$ cat src/rtl/mc_control_fsm.sv
// mc_control_fsm: multicycle MIPS control FSM (cclk/rst; instr/zero/mem_ready/irq in; datapath mux selects, strobes, epc_write/cause, state out)
module mc_control_fsm #(
  parameter int ENABLE_EXC = 1,
  parameter int MEM_TIMEOUT = 15,
  parameter int STATE_W = 4
) (
  input  logic               cclk,
  input  logic               rst,
  input  logic [31:0]        instr,
  input  logic               zero,
  input  logic               mem_ready,
  input  logic               irq,
  output logic               pc_en,
  output logic [1:0]         pc_source,
  output logic               ior_d,
  output logic               mem_read,
  output logic               mem_write,
  output logic               ir_write,
  output logic [1:0]         mem_to_reg,
  output logic [1:0]         reg_dst,
  output logic               reg_write,
  output logic               alu_src_a,
  output logic [1:0]         alu_src_b,
  output logic [2:0]         alu_op,
  output logic               epc_write,
  output logic [1:0]         cause,
  output logic [STATE_W-1:0] state
);
  typedef enum logic [3:0] {
    FETCH  = 4'd0,
    DECODE = 4'd1,
    EXEC_M = 4'd2,
    MEM_L  = 4'd3,
    WB_L   = 4'd4,
    MEM_S  = 4'd5,
    EXEC_R = 4'd6,
    WB_R   = 4'd7,
    EXEC_B = 4'd8,
    EXEC_J = 4'd9,
    EXEC_I = 4'd10,
    EXC    = 4'd11
  } state_t;
  localparam int CW = MEM_TIMEOUT > 1 ? $clog2(MEM_TIMEOUT) : 1;
  localparam bit TO_EN = ENABLE_EXC != 0 && MEM_TIMEOUT != 0;
  state_t state_q, state_d;
  logic [1:0] cause_q, cause_d, exc_cause;
  logic [CW-1:0] cnt_q, cnt_d;
  logic [5:0] op, funct;
  logic is_r, is_jr, is_lw, is_sw, is_b, is_bne, is_j, is_jal, is_i;
  logic timeout, irq_take, unused_instr;
  assign op = instr[31:26];
  assign funct = instr[5:0];
  assign unused_instr = ^instr[25:6];
  assign is_r = op == 6'b000000;
  assign is_jr = is_r && funct == 6'b001000;
  assign is_lw = op == 6'b100011;
  assign is_sw = op == 6'b101011;
  assign is_b = op[5:1] == 5'b00010;
  assign is_bne = op == 6'b000101;
  assign is_j = op == 6'b000010;
  assign is_jal = op == 6'b000011;
  assign is_i = op[5:3] == 3'b001;
  assign timeout = TO_EN && !mem_ready && cnt_q == CW'(MEM_TIMEOUT - 1);
  // irq is only taken at the very start of a fetch, before any stall
  assign irq_take = ENABLE_EXC != 0 && state_q == FETCH && cnt_q == '0 && irq;
  assign state = rst ? '0 : STATE_W'(state_q);
  assign cause = rst ? 2'd0 : cause_q;
  always_comb begin
    pc_en = 1'b0;
    pc_source = 2'b00;
    ior_d = 1'b0;
    mem_read = 1'b0;
    mem_write = 1'b0;
    ir_write = 1'b0;
    mem_to_reg = 2'b00;
    reg_dst = 2'b00;
    reg_write = 1'b0;
    alu_src_a = 1'b0;
    alu_src_b = 2'b00;
    alu_op = 3'b000;
    epc_write = 1'b0;
    exc_cause = 2'd2;
    state_d = FETCH;
    case (state_q)
      FETCH: begin
        mem_read = !irq_take;
        alu_src_b = 2'b01;
        ir_write = mem_ready && !irq_take;
        pc_en = mem_ready && !irq_take;
        exc_cause = irq_take ? 2'd3 : 2'd2;
        state_d = irq_take || timeout ? EXC : mem_ready ? DECODE : FETCH;
      end
      DECODE: begin
        alu_src_b = 2'b11;
        exc_cause = 2'd1;
        state_d = is_jr || is_j || is_jal ? EXEC_J : is_r ? EXEC_R : is_b ? EXEC_B :
                  is_lw || is_sw ? EXEC_M : is_i ? EXEC_I : ENABLE_EXC != 0 ? EXC : FETCH;
      end
      EXEC_M: begin
        alu_src_a = 1'b1;
        alu_src_b = 2'b10;
        state_d = is_sw ? MEM_S : MEM_L;
      end
      MEM_L: begin
        mem_read = 1'b1;
        ior_d = 1'b1;
        state_d = mem_ready ? WB_L : timeout ? EXC : MEM_L;
      end
      WB_L: begin
        reg_write = 1'b1;
        mem_to_reg = 2'b01;
      end
      MEM_S: begin
        mem_write = 1'b1;
        ior_d = 1'b1;
        state_d = mem_ready ? FETCH : timeout ? EXC : MEM_S;
      end
      EXEC_R: begin
        alu_src_a = 1'b1;
        alu_op = 3'b010;
        state_d = WB_R;
      end
      EXEC_I: begin
        alu_src_a = 1'b1;
        alu_src_b = 2'b10;
        alu_op = 3'b011;
        state_d = WB_R;
      end
      WB_R: begin
        reg_write = 1'b1;
        reg_dst = is_r ? 2'b01 : 2'b00;
      end
      EXEC_B: begin
        alu_src_a = 1'b1;
        alu_op = 3'b001;
        pc_source = 2'b01;
        pc_en = is_bne ? !zero : zero;
      end
      EXEC_J: begin
        pc_en = 1'b1;
        // jr routes A+0 through the ALU; jal links PC (already PC+4) into $31
        pc_source = is_jr ? 2'b00 : 2'b10;
        alu_src_a = is_jr;
        reg_write = is_jal;
        reg_dst = is_jal ? 2'b10 : 2'b00;
        mem_to_reg = is_jal ? 2'b10 : 2'b00;
      end
      EXC: begin
        epc_write = 1'b1;
        pc_en = 1'b1;
        pc_source = 2'b11;
      end
      default: state_d = FETCH;
    endcase
    // only the wait states can hold, so "no state change" means a stalled cycle
    cnt_d = state_d == state_q ? (&cnt_q ? cnt_q : cnt_q + 1'b1) : '0;
    cause_d = state_d == EXC ? exc_cause : cause_q;
    if (rst) begin
      pc_en = 1'b0;
      pc_source = 2'b00;
      ior_d = 1'b0;
      mem_read = 1'b0;
      mem_write = 1'b0;
      ir_write = 1'b0;
      mem_to_reg = 2'b00;
      reg_dst = 2'b00;
      reg_write = 1'b0;
      alu_src_a = 1'b0;
      alu_src_b = 2'b00;
      alu_op = 3'b000;
      epc_write = 1'b0;
    end
  end
  always_ff @(posedge cclk) begin
    if (rst) begin
      state_q <= FETCH;
      cause_q <= 2'd0;
      cnt_q <= '0;
    end else begin
      state_q <= state_d;
      cause_q <= cause_d;
      cnt_q <= cnt_d;
    end
  end
endmodule

$ cat config.mk
export PLATFORM = sky130hd
export DESIGN_NAME = mc_control_fsm
export DESIGN_NICKNAME = d
export VERILOG_FILES = /design/src/rtl/mc_control_fsm.sv
export SDC_FILE = /design/constraint.sdc
export NUM_CORES = 1
export LEC_CHECK = 0
export ABC_CLOCK_PERIOD_IN_PS = 4500
export CELL_PAD_IN_SITES_DETAIL_PLACEMENT = 1
export CELL_PAD_IN_SITES_GLOBAL_PLACEMENT = 2
export CORE_ASPECT_RATIO = 0.5
export CORE_MARGIN = 2
export CORE_UTILIZATION = 22
export CTS_CLUSTER_SIZE = 12
export DETAILED_ROUTE_END_ITERATION = 16
export GPL_ROUTABILITY_DRIVEN = 0
export PLACE_DENSITY = 0.92
export SLEW_MARGIN = 5
export SYNTH_ARGS = -nofsm -noshare
export SYNTH_HDL_FRONTEND = slang
export SYNTH_SLANG_ARGS = --single-unit
export TNS_END_PERCENT = 10
$ cat constraint.sdc
create_clock -name cclk -period 4.5 [get_ports cclk]
set_input_delay 0.675 -clock cclk [delete_from_list [all_inputs] [get_ports cclk]]
set_output_delay 0.675 -clock cclk [all_outputs]
set_load 0.05 [all_outputs]
; ---- After elaboration in Yosys (flattened, before gate mapping)
; Cells that the tools add are included.
[word_totals]
regBits = 10
input_bits = 37
out_inout_bits = 25
elab_cells = 97
[op_classes]
addsub = 1
n_eq_ne = 22
n_mux = 47
n_bitwise = 1
n_reduce_logical = 23
[op_table]
columns = op, n
row1 = $mux 4, 10
row2 = $eq 4x4->1 const B, 6
row3 = $pmux 4 s6, 1
row4 = $pmux 2 s3, 3
row5 = $mux 1, 17
row6 = $eq 4x3->1 const B, 4
row7 = $mux 2, 7
row8 = $eq 6x2->1 const B, 2
row9 = $eq 6x6->1 const B, 2
row10 = $pmux 2 s2, 3
row11 = $reduce_or 2->1, 6
row12 = $eq 4x2->1 const B, 2
row13 = $logic_not 4->1, 2
row14 = $eq 6x3->1 const B, 1
row15 = $eq 6x4->1 const B, 1
row16 = $logic_not 6->1, 1
row17 = $mux 3, 2
row18 = $pmux 1 s2, 3
row19 = $eq 5x2->1 const B, 1
row20 = $logic_and 1x1->1, 5
row21 = $add 4x1->4 const B, 1
row22 = $eq 4x1->1 const B, 1
row23 = $eq 4x4->1, 1
row24 = $logic_or 1x1->1, 4
row25 = 6 further kinds, 8

; ---- Depth between registers and ports, before layout
[logic_depth]
word_depth = 10
mapped_depth = 7
depth_no_buf = 7

; ---- Worst setup path before layout
; No wires, ideal clock.
[synth_timing]
kind = input port to output port
startpoint = in instr[29]
endpoint = out pc_en
t_arrival_ns = 2.660
t_required_ns = 3.825
setup_slack_ns = 1.165
cell_stages = 5
n_path_buf = 0
cell_sequence = or3_1 -> nor4_1 -> o21ai_0 -> a21o_1 -> a21boi_0
[synth_via]
elab_chain_cells = 4
[synth_lines]
columns = element, line_no
row1 = "start, declared", 9  ; input logic [31:0] instr,
row2 = $eq 6x3->1, 59  ; assign is_bne = op == 6'b000101;
row3 = $mux 1, 137  ; pc_en = is_bne ? !zero : zero;
row4 = $pmux 1 s3, 84  ; case (state_q)
row5 = $mux 1, 158  ; if (rst) begin
row6 = "end, declared", 13  ; output logic pc_en,
; No other way between the ends.

; ---- Worst setup path after layout
; Ends and elaborated chain as after synthesis.

==> metrics.txt <==
Clock Latency Late Sink 0.23 ns; Startpoint Class primary input; Reg-to-Reg End cnt_q[0]; Hold Path Class reg2reg; R2R cell count 5; TNS Setup 0 ns; cell count after synthesis 168; power per cell area 554.8 nW/um^2; clk sinks 10; TritonCTS buffer count 3; Mapped Avg Cell Area 7.261 sq um; ant diodes 0; dominant cells by area after synthesis dfxtp_1 (16%), nor2_1 (6.8%), nor3_1 (4.9%), a2111oi_4 (4.5%), nor2b_1 (3.6%); status complete, no violations; via total after detailed routing 1,427; Final nets 244; Slew Limit Fails 0; RSZ-0062 raised after global routing false; FF-to-FF Start state_q[3]; Area growth syn-to-layout 40.72%; largest net degree at the start of global routing 24; fin crit share 86.91%; Mapped Area 1220 sq um; CTS Hold Bufs 0; relative slew slack 48.31%; post_cts resized 0; final hold vios 0; largest family of logic cells by synthesized area simple AND/OR/NAND/NOR gates; Yosys top cell by area dfxtp_1; Cell Rows 19; Post-synth EDFFs 0; vias per cell 5.189; highest ir drop seen on vdd 0.2124 mV; count leader, synth nor2_1; # Post-CTS Setup Buffers 0; DRT Wirelength 4187 um; Initial Utilization 22.51%; Main synth FF type dfxtp_1; CORE AREA 5420 sq um; CP Capture Type primary output; die height 56.66 um; Synth Area in Compound Gates 28.00%; Worst Clk Skew 0.002579 ns; hold-critical path depth 2; port bufs 40; total gr overflow 0; Tot GR Track Use 13.98%; first-pass GRT wire length 6934 um; P_leak 0.5456 nW; IO Count 62; Post-synth top cells nor2_1 (22), nor3_1 (12), nand2_1 (11); Clock Tree Root clkbuf_8; Worst-Margin Slew 0.7702 ns; Detail Route Antenna Nets 0; f_max 0.2557 GHz; Setup CP Type in2out; post-synthesis xor/xnor area fraction 2.154%; fraction of registers with async set or reset after synthesis 0%; WHS Endpoint cause_q[0]; Yosys cell types 55; first-iteration detailed-routing DRC count 76; die span in x 109.3 um; top cell type's share of synthesized area 16.41%; total power 0.9524 mW; Die ar. 6193 sq um; critical-path maximum fanout 6; Worst-path clk slew 0.05 ns; simple-gate area share of the yosys netlist 43.79%; Arrival @ worst endpoint 3.24 ns; htree depth 1; DR pass1 iterations 4; CTS tree built; clock buffer depth 2; post-DP HPWL 3188 um; Hold Crit Start cause_q[0]; DR DRC count 0; Post-Synthesis Net Count 208; initial antenna violation count 0; R2R Setup Slk 1.89 ns; post-synthesis mux area share 0.8205%; vias in the first global route 1,462; Synth Area in Adders 3.077%; YS warnings 0; sequential-to-total area share from yosys stat 16.41%; layout cells sized above 1 6.931%; fin crit period 3.911 ns; required time of the critical path 3.83 ns; Max Cap Viol 0; final setup fails 0; Seq cells post-synth 10; DR WL/cell 15.23 um
[layout by cell type, fill, tap and decap left out, types with 3 or more instances in the layout]
cell type / Yosys / final
o2111ai_1: 4 / 4
dfxtp_1: 10 / 10
nand3_1: 6 / 6
a21oi_1: 5 / 5
inv_1: 4 / 4
nand2_1: 11 / 11
a211oi_1: 5 / 5
nand2b_1: 3 / 3
nor2_1: 22 / 22
ha_1: 3 / 3
nor2b_1: 7 / 7
o21ai_0: 4 / 4
nor4_1: 5 / 5
clkdlybuf4s50_1: 0 / 40
nor3_1: 12 / 12
clkbuf_8: 0 / 3
or3_1: 3 / 3
[state kept, by name (all words and copies together) (netlist names)]
signal	count
cause_q	2
cnt_q	4
state_q	4
[area by class of cell]
class	instances	area, sq um
Tap cell	73	91.34
Inverter	4	15.01
Timing Repair Buffer	42	415.4
Clock buffer	3	41.29
Fill cell	671	3704
Multi-Input combinational cell	143	953.4
Sequential cell	10	200.2
[through the flow]
stage | hold slack, ns | worst slack [ns] | util, % | instance area, sq um | cells
final | 0.5807 | 0.5889 | 31.67 | 1717 | 275
after global routing | 0.6077 | 0.4729 | 31.67 | 1717 | 275
after CTS | 0.5845 | 0.5711 | 31.67 | 1717 | 275
after detailed placement | 0.5798 | 0.5898 | 30.91 | 1675 | 272
after global placement | 0.5757 | 0.6256 | 30.91 | 1675 | 272
after floorplan | 0.5503 | 1.165 | - | 1220 | 168
[per-layer routing]
layer	up-vias	GRT usage, %	wire length, um
li1	710	-	-
met1	684	18.38	1983
met2	31	24.93	2061
met3	2	1.394	121
met4	0	2.712	20
met5	-	0	0
[critical path, cell delays in order]
cell	delay [ns]
clkdlybuf4s50_1	0.48
or3_1	0.45
nor4_1	0.23
o21ai_0	0.14
a21o_1	0.23
a21boi_0	0.18
clkdlybuf4s50_1	0.85
[where the power goes]
group / leakage, nW / switching, mW / internal, mW
logic: 0.442 / 0.423 / 0.257
registers: 0.0818 / 0.0643 / 0.115
clock network: 0.0216 / 0.0344 / 0.0585
[how the worst max path moves through the flow]
| stage | startpoint | end | slack [ns] | cells past startpoint |
|---|---|---|---|---|
| after floorplan | instr[29] | pc_en | 1.17 | 5 |
| after global placement | instr[1] | alu_src_a | 0.63 | 7 |
| after detailed placement | instr[29] | pc_en | 0.59 | 7 |
| after CTS | instr[29] | pc_en | 0.57 | 7 |
| after global routing | instr[1] | alu_src_a | 0.47 | 7 |
| final | instr[29] | pc_en | 0.59 | 7 |
[cells by family after synthesis]
group                    after synthesis
buffers and inverters                 15
AND/OR/NAND/NOR                       94
adder cells (fa/ha/maj)                3
other                                  1
XOR/XNOR                               3
flip-flops                            10
multiplexers                           1
AO/OA/AOI/OAI                         41
Note: power is estimated with default switching activity, not from simulation.
